File: src/rtl/mem_pkg.sv
// mem_pkg -- shared definitions for the two-requester memory arbiter.
//
// Contents:
//   REQ0, REQ1 : requester indices, typed as 1-bit so they can index
//                two-entry vectors directly.
//   state_t    : read-tracking FSM encoding (IDLE = no read outstanding,
//                RD = a read was issued on the previous cycle).
package mem_pkg;

   localparam logic REQ0 = 1'b0;
   localparam logic REQ1 = 1'b1;

   typedef enum logic {
      IDLE = 1'b0,
      RD   = 1'b1
   } state_t;

endpackage

File: src/rtl/rr_arb2.sv
// rr_arb2 -- two-way round-robin grant selection (purely combinational).
//
// Ports:
//   ptr   : in  1 bit, preferred requester when both are valid
//   valid : in  2 bits, request valid per requester (bit k = requester k)
//   gnt   : out 2 bits, one-hot grant, or zero when nobody is valid
//
// A lone valid requester is always granted; the pointer only breaks ties.
module rr_arb2
   import mem_pkg::*;
(
   input  logic       ptr,
   input  logic [1:0] valid,
   output logic [1:0] gnt
);

   always_comb begin
      gnt = valid;
      if (&valid) begin
         gnt = 2'b00;
         gnt[ptr ? REQ1 : REQ0] = 1'b1;
      end
   end

endmodule

File: src/rtl/mem_arb.sv
// mem_arb -- round-robin arbiter giving two requesters access to one
// external single-port synchronous memory (read data registered in the
// memory, one cycle of latency).
//
// Ports:
//   i_w_clk, i_w_rst_n            : clock, asynchronous active-low reset
//   i_w_reqk_valid/we/addr/wdata  : access request from requester k (k = 0, 1)
//   o_w_reqk_ready                : request accepted this cycle (combinational)
//   o_w_rspk_valid/rdata          : one-cycle read response for requester k
//   o_w_mem_cs/we/addr/wdata      : memory command, combinational from the grant
//   i_w_mem_rdata                 : registered read data from the memory
//   o_w_gnt0_cnt, o_w_gnt1_cnt    : 16-bit wrapping transfer counters, present
//                                   only when MEM_ARB_STATS_EN is defined
//
// Optional feature macro: MEM_ARB_STATS_EN (grant statistics counters).
module mem_arb
   import mem_pkg::*;
#(
   parameter int ADDR_WIDTH = 8,
   parameter int DATA_WIDTH = 8
) (
   input  logic                  i_w_clk,
   input  logic                  i_w_rst_n,

   input  logic                  i_w_req0_valid,
   output logic                  o_w_req0_ready,
   input  logic                  i_w_req0_we,
   input  logic [ADDR_WIDTH-1:0] i_w_req0_addr,
   input  logic [DATA_WIDTH-1:0] i_w_req0_wdata,
   output logic                  o_w_rsp0_valid,
   output logic [DATA_WIDTH-1:0] o_w_rsp0_rdata,

   input  logic                  i_w_req1_valid,
   output logic                  o_w_req1_ready,
   input  logic                  i_w_req1_we,
   input  logic [ADDR_WIDTH-1:0] i_w_req1_addr,
   input  logic [DATA_WIDTH-1:0] i_w_req1_wdata,
   output logic                  o_w_rsp1_valid,
   output logic [DATA_WIDTH-1:0] o_w_rsp1_rdata,

   output logic                  o_w_mem_cs,
   output logic                  o_w_mem_we,
   output logic [ADDR_WIDTH-1:0] o_w_mem_addr,
   output logic [DATA_WIDTH-1:0] o_w_mem_wdata,
   input  logic [DATA_WIDTH-1:0] i_w_mem_rdata
`ifdef MEM_ARB_STATS_EN
   ,
   output logic [15:0]           o_w_gnt0_cnt,
   output logic [15:0]           o_w_gnt1_cnt
`endif
);

   // Requests packed per index so the datapath can be selected by grant.
   logic [1:0]            req_valid;
   logic [1:0]            req_we;
   logic [ADDR_WIDTH-1:0] req_addr  [2];
   logic [DATA_WIDTH-1:0] req_wdata [2];

   logic [1:0]            gnt;
   logic                  any_xfer;
   logic                  sel;

   state_t                state_reg, state_next;
   logic                  ptr_reg, ptr_next;
   logic                  owner_reg, owner_next;
   logic                  rsp_active;

   logic [1:0]            rsp_valid;
   logic [DATA_WIDTH-1:0] rsp_rdata [2];

   assign req_valid    = {i_w_req1_valid, i_w_req0_valid};
   assign req_we       = {i_w_req1_we, i_w_req0_we};
   assign req_addr[0]  = i_w_req0_addr;
   assign req_addr[1]  = i_w_req1_addr;
   assign req_wdata[0] = i_w_req0_wdata;
   assign req_wdata[1] = i_w_req1_wdata;

   // Valids are masked by reset so that nothing is granted, and no memory
   // command escapes, while reset is held.
   rr_arb2 u_rr_arb2 (
      .ptr   (ptr_reg),
      .valid (req_valid & {2{i_w_rst_n}}),
      .gnt   (gnt)
   );

   assign any_xfer = |gnt;
   assign sel      = gnt[REQ1];

   always_ff @(posedge i_w_clk or negedge i_w_rst_n) begin
      if (!i_w_rst_n) begin
         state_reg <= IDLE;
         ptr_reg   <= REQ0;
         owner_reg <= REQ0;
      end else begin
         state_reg <= state_next;
         ptr_reg   <= ptr_next;
         owner_reg <= owner_next;
      end
   end

   // Next state depends only on this cycle's transfer: a read moves to RD
   // from either state, anything else returns to IDLE. A new read may be
   // issued while the previous one's data is being returned.
   always_comb begin
      state_next    = IDLE;
      ptr_next      = ptr_reg;
      owner_next    = owner_reg;
      rsp_active    = 1'b0;
      o_w_mem_cs    = 1'b0;
      o_w_mem_we    = 1'b0;
      o_w_mem_addr  = '0;
      o_w_mem_wdata = '0;

      case (state_reg)
         RD:      rsp_active = 1'b1;
         default: rsp_active = 1'b0;
      endcase

      if (any_xfer) begin
         o_w_mem_cs    = 1'b1;
         o_w_mem_we    = req_we[sel];
         o_w_mem_addr  = req_addr[sel];
         o_w_mem_wdata = req_wdata[sel];
         ptr_next      = ~sel;
         if (!req_we[sel]) begin
            state_next = RD;
            owner_next = sel;
         end
      end
   end

   genvar gi;
   generate
      for (gi = 0; gi < 2; gi++) begin : g_rsp
         localparam logic IDX = (gi == 1) ? REQ1 : REQ0;
         assign rsp_valid[gi] = rsp_active && (owner_reg == IDX);
         assign rsp_rdata[gi] = rsp_valid[gi] ? i_w_mem_rdata : '0;
      end
   endgenerate

   assign o_w_req0_ready = gnt[REQ0];
   assign o_w_req1_ready = gnt[REQ1];
   assign o_w_rsp0_valid = rsp_valid[0];
   assign o_w_rsp1_valid = rsp_valid[1];
   assign o_w_rsp0_rdata = rsp_rdata[0];
   assign o_w_rsp1_rdata = rsp_rdata[1];

`ifdef MEM_ARB_STATS_EN
   generate
      for (gi = 0; gi < 2; gi++) begin : g_cnt
         logic [15:0] cnt_reg;
         // Natural 16-bit overflow gives the 0xFFFF -> 0x0000 wrap.
         always_ff @(posedge i_w_clk or negedge i_w_rst_n) begin
            if (!i_w_rst_n) begin
               cnt_reg <= '0;
            end else if (gnt[gi]) begin
               cnt_reg <= cnt_reg + 16'd1;
            end
         end
      end
   endgenerate

   assign o_w_gnt0_cnt = g_cnt[0].cnt_reg;
   assign o_w_gnt1_cnt = g_cnt[1].cnt_reg;
`endif

endmodule

File: config.mk
export PLATFORM = sky130hd
export DESIGN_NAME = mem_arb
export DESIGN_NICKNAME = d
export VERILOG_FILES = /design/src/rtl/mem_pkg.sv /design/src/rtl/rr_arb2.sv /design/src/rtl/mem_arb.sv
export SDC_FILE = /design/constraint.sdc
export NUM_CORES = 1
export LEC_CHECK = 0
export ABC_AREA = 1
export CORE_UTILIZATION = 26
export CTS_BUF_LIST = sky130_fd_sc_hd__clkbuf_8
export CTS_CLUSTER_DIAMETER = 200
export DETAILED_ROUTE_END_ITERATION = 7
export GPL_ROUTABILITY_DRIVEN = 0
export HOLD_SLACK_MARGIN = 0.05
export PLACE_DENSITY = 0.83
export SYNTH_ARGS = -nofsm -noshare
export SYNTH_HDL_FRONTEND = slang
export SYNTH_HIERARCHICAL = 1
export SYNTH_SLANG_ARGS = --single-unit
File: constraint.sdc
create_clock -name i_w_clk -period 1.6 [get_ports i_w_clk]
set_clock_uncertainty 0.05 [all_clocks]
set_input_delay 0.24 -clock i_w_clk [delete_from_list [all_inputs] [get_ports i_w_clk]]
set_output_delay 0.24 -clock i_w_clk [all_outputs]
set_load 0.02 [all_outputs]
==> results.sh, run 1 <==
export IMPL_outcome="finished with violations"
export IMPL_violations="negative setup slack"
export IMPL_fmax_mhz=585
export IMPL_min_path_type="in -> async"
export IMPL_chipWidth_um=51.4
export IMPL_synth_cell_types=16
export IMPL_cts_buffer_depth=2
export IMPL_cts_inserted_buffers=3
export IMPL_drt_initial_drc_count=18
export IMPL_io_pins=84
export IMPL_vdd_ir_drop_max_mv=0.586
export IMPL_finalHoldViolCount=0
export IMPL_coreArea_um2=2250
export IMPL_cts_sinks=3
export IMPL_max_stage_delay_ns=0.44
export IMPL_tritoncts="done"
export IMPL_r2r_cells=7
export IMPL_clk_pin_slew_ns=0.03
export IMPL_fin_crit_sh_pct=107
export IMPL_drt_wl_total_mm=3.17
export IMPL_path_depth=7
export IMPL_crit_type="reg -> out"
export IMPL_maxSlewViolCount=0
export IMPL_setup_tns_ns=-0.972
export IMPL_maxCapViolations=0
export IMPL_ant_nets=0
export IMPL_first_pass_iters=4
export IMPL_power_switching_mw=0.376
export IMPL_grtUsageMet2_pct=45.2
export IMPL_clkLatencyLatePin_ns=0.22
export IMPL_numPortBuffers=83
export IMPL_power_total_mw=0.939
export IMPL_place_inst=232
export IMPL_power_share_clock_pct=23.6
export IMPL_use_met3_pct=4.76
export IMPL_cts_root_buf="clkbuf_8"
export IMPL_arrival_ns=1.42
export IMPL_critical_path_required_ns=1.31
export IMPL_min_period_ns=1.71
export IMPL_setup_viol=17
export IMPL_crit_top_cell="buf_6"
export IMPL_start_kind="register"
export IMPL_grt_busiest_layer="met2"
export IMPL_design_die_area_um2=2650
export IMPL_slowest_stage="dfrtp_2"
export IMPL_syn_inst=117
export IMPL_track_usage_pct=24.0
export IMPL_power_frac_comb_pct=65.6
export IMPL_p_int_mw=0.563
export IMPL_vias=1099
export IMPL_die_h_um=51.4
export IMPL_endpoint_kind="output port"
export IMPL_worst_pin_slew_ns=0.233
export IMPL_power_density_nw_per_um2=532
export IMPL_leakage_nw=0.946
export IMPL_setup_ws_ns=-0.111
export IMPL_grt_pass1_vias=1103
export IMPL_start_util_pct=28.2
export IMPL_critical_path_top_delay_family="flip-flops"
export IMPL_synth_fp_nets=163
export IMPL_crit_path_max_fanout=8
export IMPL_fp_row_count=17
export IMPL_rr_startpoint="ptr_reg$_DFFE_PN0P_"
export IMPL_p_seq_share_pct=10.8
export IMPL_drive_gt1_share_pct=50.7
export IMPL_syn_to_final_growth_pct=177
export IMPL_crit_buf_inv=3
export IMPL_switching_share_pct=40.0
export IMPL_cp_cell_sequence="a21oi_4 -> buf_6 -> nand2_2 -> nand2_1 -> o21ai_2 -> inv_1 -> buf_6"
export IMPL_wire_per_inst_um=13.0
export IMPL_viasPerCell=4.49
export IMPL_cts_max_level=1
export IMPL_grt_pass1_wl_mm=4.77
export IMPL_drc=0
export IMPL_fin_util_pct=78.2
export IMPL_yosysSeqAreaShare_pct=11.8
export IMPL_stdcell_count=245
export IMPL_grtUsageMet1_pct=26.0
export IMPL_overflow=0
export IMPL_antennaDiodeCount=0
export IMPL_ys_seq_elements=3
export IMPL_antenna_found_initial=0
export IMPL_syn_area_um2=636
export IMPL_grt_start_max_net_pins=15
export IMPL_rsz0062_at_grt="true"
export IMPL_r2r_end="owner_reg$_DFFE_PN0P_"
export IMPL_slew_headroom_pct=84.5
export IMPL_pre_cts_ws_ns=-0.917
export IMPL_r2r_slack_ns=0.32
export IMPL_ys_warn_count=6
export IMPL_synth_area_per_cell_um2=5.43
export IMPL_hpwl_mm=2.06
export IMPL_fin_nets=264
==> repair_timing <==
action / in CTS / in global routing
hold buffers: 1 / 0
setup endpoints to repair: 40 / 31
resized for setup: 191 / 30
pin swaps: 7 / 4
hold endpoints to repair: 3 / 0
buffers inserted: 2 / 3
cloned: 3 / 0
==> how the worst max path moves through the flow <==
stage                        startpoint                to
floorplan           ptr_reg$_DFFE_PN0P_        o_w_mem_we
global placement              i_w_rst_n        o_w_mem_we
detailed placement            i_w_rst_n        o_w_mem_we
CTS                 ptr_reg$_DFFE_PN0P_   o_w_mem_addr[6]
global route             i_w_req0_valid  o_w_mem_wdata[0]
finish              ptr_reg$_DFFE_PN0P_  o_w_mem_wdata[0]
==> area by class of cell <==
class,count,area (um2)
clock buffers,3,41.3
fillers,168,492
inverters,26,108
flip-flops and latches,3,76.3
well taps,28,35.0
repair buffers,100,940
repair inverters,2,15.0
multi-input cells,82,544
clock inverters,1,3.75
==> layer usage <==
layer	share of wire, %	up-vias
met5	0	-
li1	-	541
met2	57	45
met3	4.7	4
met1	37	509
met4	1.3	0
==> kinds of logic (layout without fill, tap and decap cells) <==
kind of cell,Yosys count,in the layout,share of synthesized area [%]
compound gates,18,18,17.5
flops,3,3,11.8
simple gates,64,64,43.3
buf+inv,32,132,27.4
==> per-stage QoR <==
| stage | cell area, um2 | hold slack (ns) |
|---|---|---|
| 5_1_grt | 1760 | 0.465 |
| 4_1_cts | 1750 | 0.432 |
| 2_1_floorplan | 661 | -0.106 |
| 3_3_place_gp | 1530 | 0.472 |
| 6_report | 1760 | 0.436 |
| 3_5_place_dp | 1530 | 0.477 |
==> placed cells by master (no fill, tap or decap), drive strengths merged, types with 2 or more instances in the layout <==
cell type	instances
clkbuf	11
a21oi	8
clkdlybuf4s50	42
or2	2
nor2	32
nand3	2
dlygate4sd2	5
nand2	28
clkdlybuf4s15	4
dfrtp	3
buf	40
inv	29
o21ai	9
==> tightest hold or removal path: stages <==
cell,delay (ns)
buf_2,0.10
dlygate4sd3_1,0.57
buf_4,0.11
==> Yosys cell counts <==
cell,n,area [um2]
nand2_1,27,101
inv_1,25,93.8
nor2_1,24,90.1
a21oi_1,8,40.0
nor2_2,8,50.1
o21ai_2,5,43.8
o21ai_1,4,20.0
buf_6,3,33.8
dfrtp_1,3,75.1
buf_4,2,15.0
nand3_1,2,10.0
or2_1,2,12.5
a21boi_0,1,7.51
buf_12,1,20.0
inv_8,1,11.3
nand2_4,1,11.3
==> power by group through the flow <==
stage | Clock, mW | Sequential [mW] | Combinational (mW)
after CTS | 0.219 | 0.101 | 0.588
after detailed placement | 0 | 0.0961 | 0.531
final | 0.221 | 0.102 | 0.616
after floorplan | 0 | 0.0951 | 0.256
after global placement | 0 | 0.0951 | 0.521
after global routing | 0.232 | 0.102 | 0.657
Note: power is estimated with default switching activity, not from simulation.
==> run 2, diff against run 1 <==
Settings changed: CAP_MARGIN set to 30, GPL_ROUTABILITY_DRIVEN 0 to unset.
==> results of run 2 <==
Same layout as run 1: the final DEF is identical, and so are final timing and power.
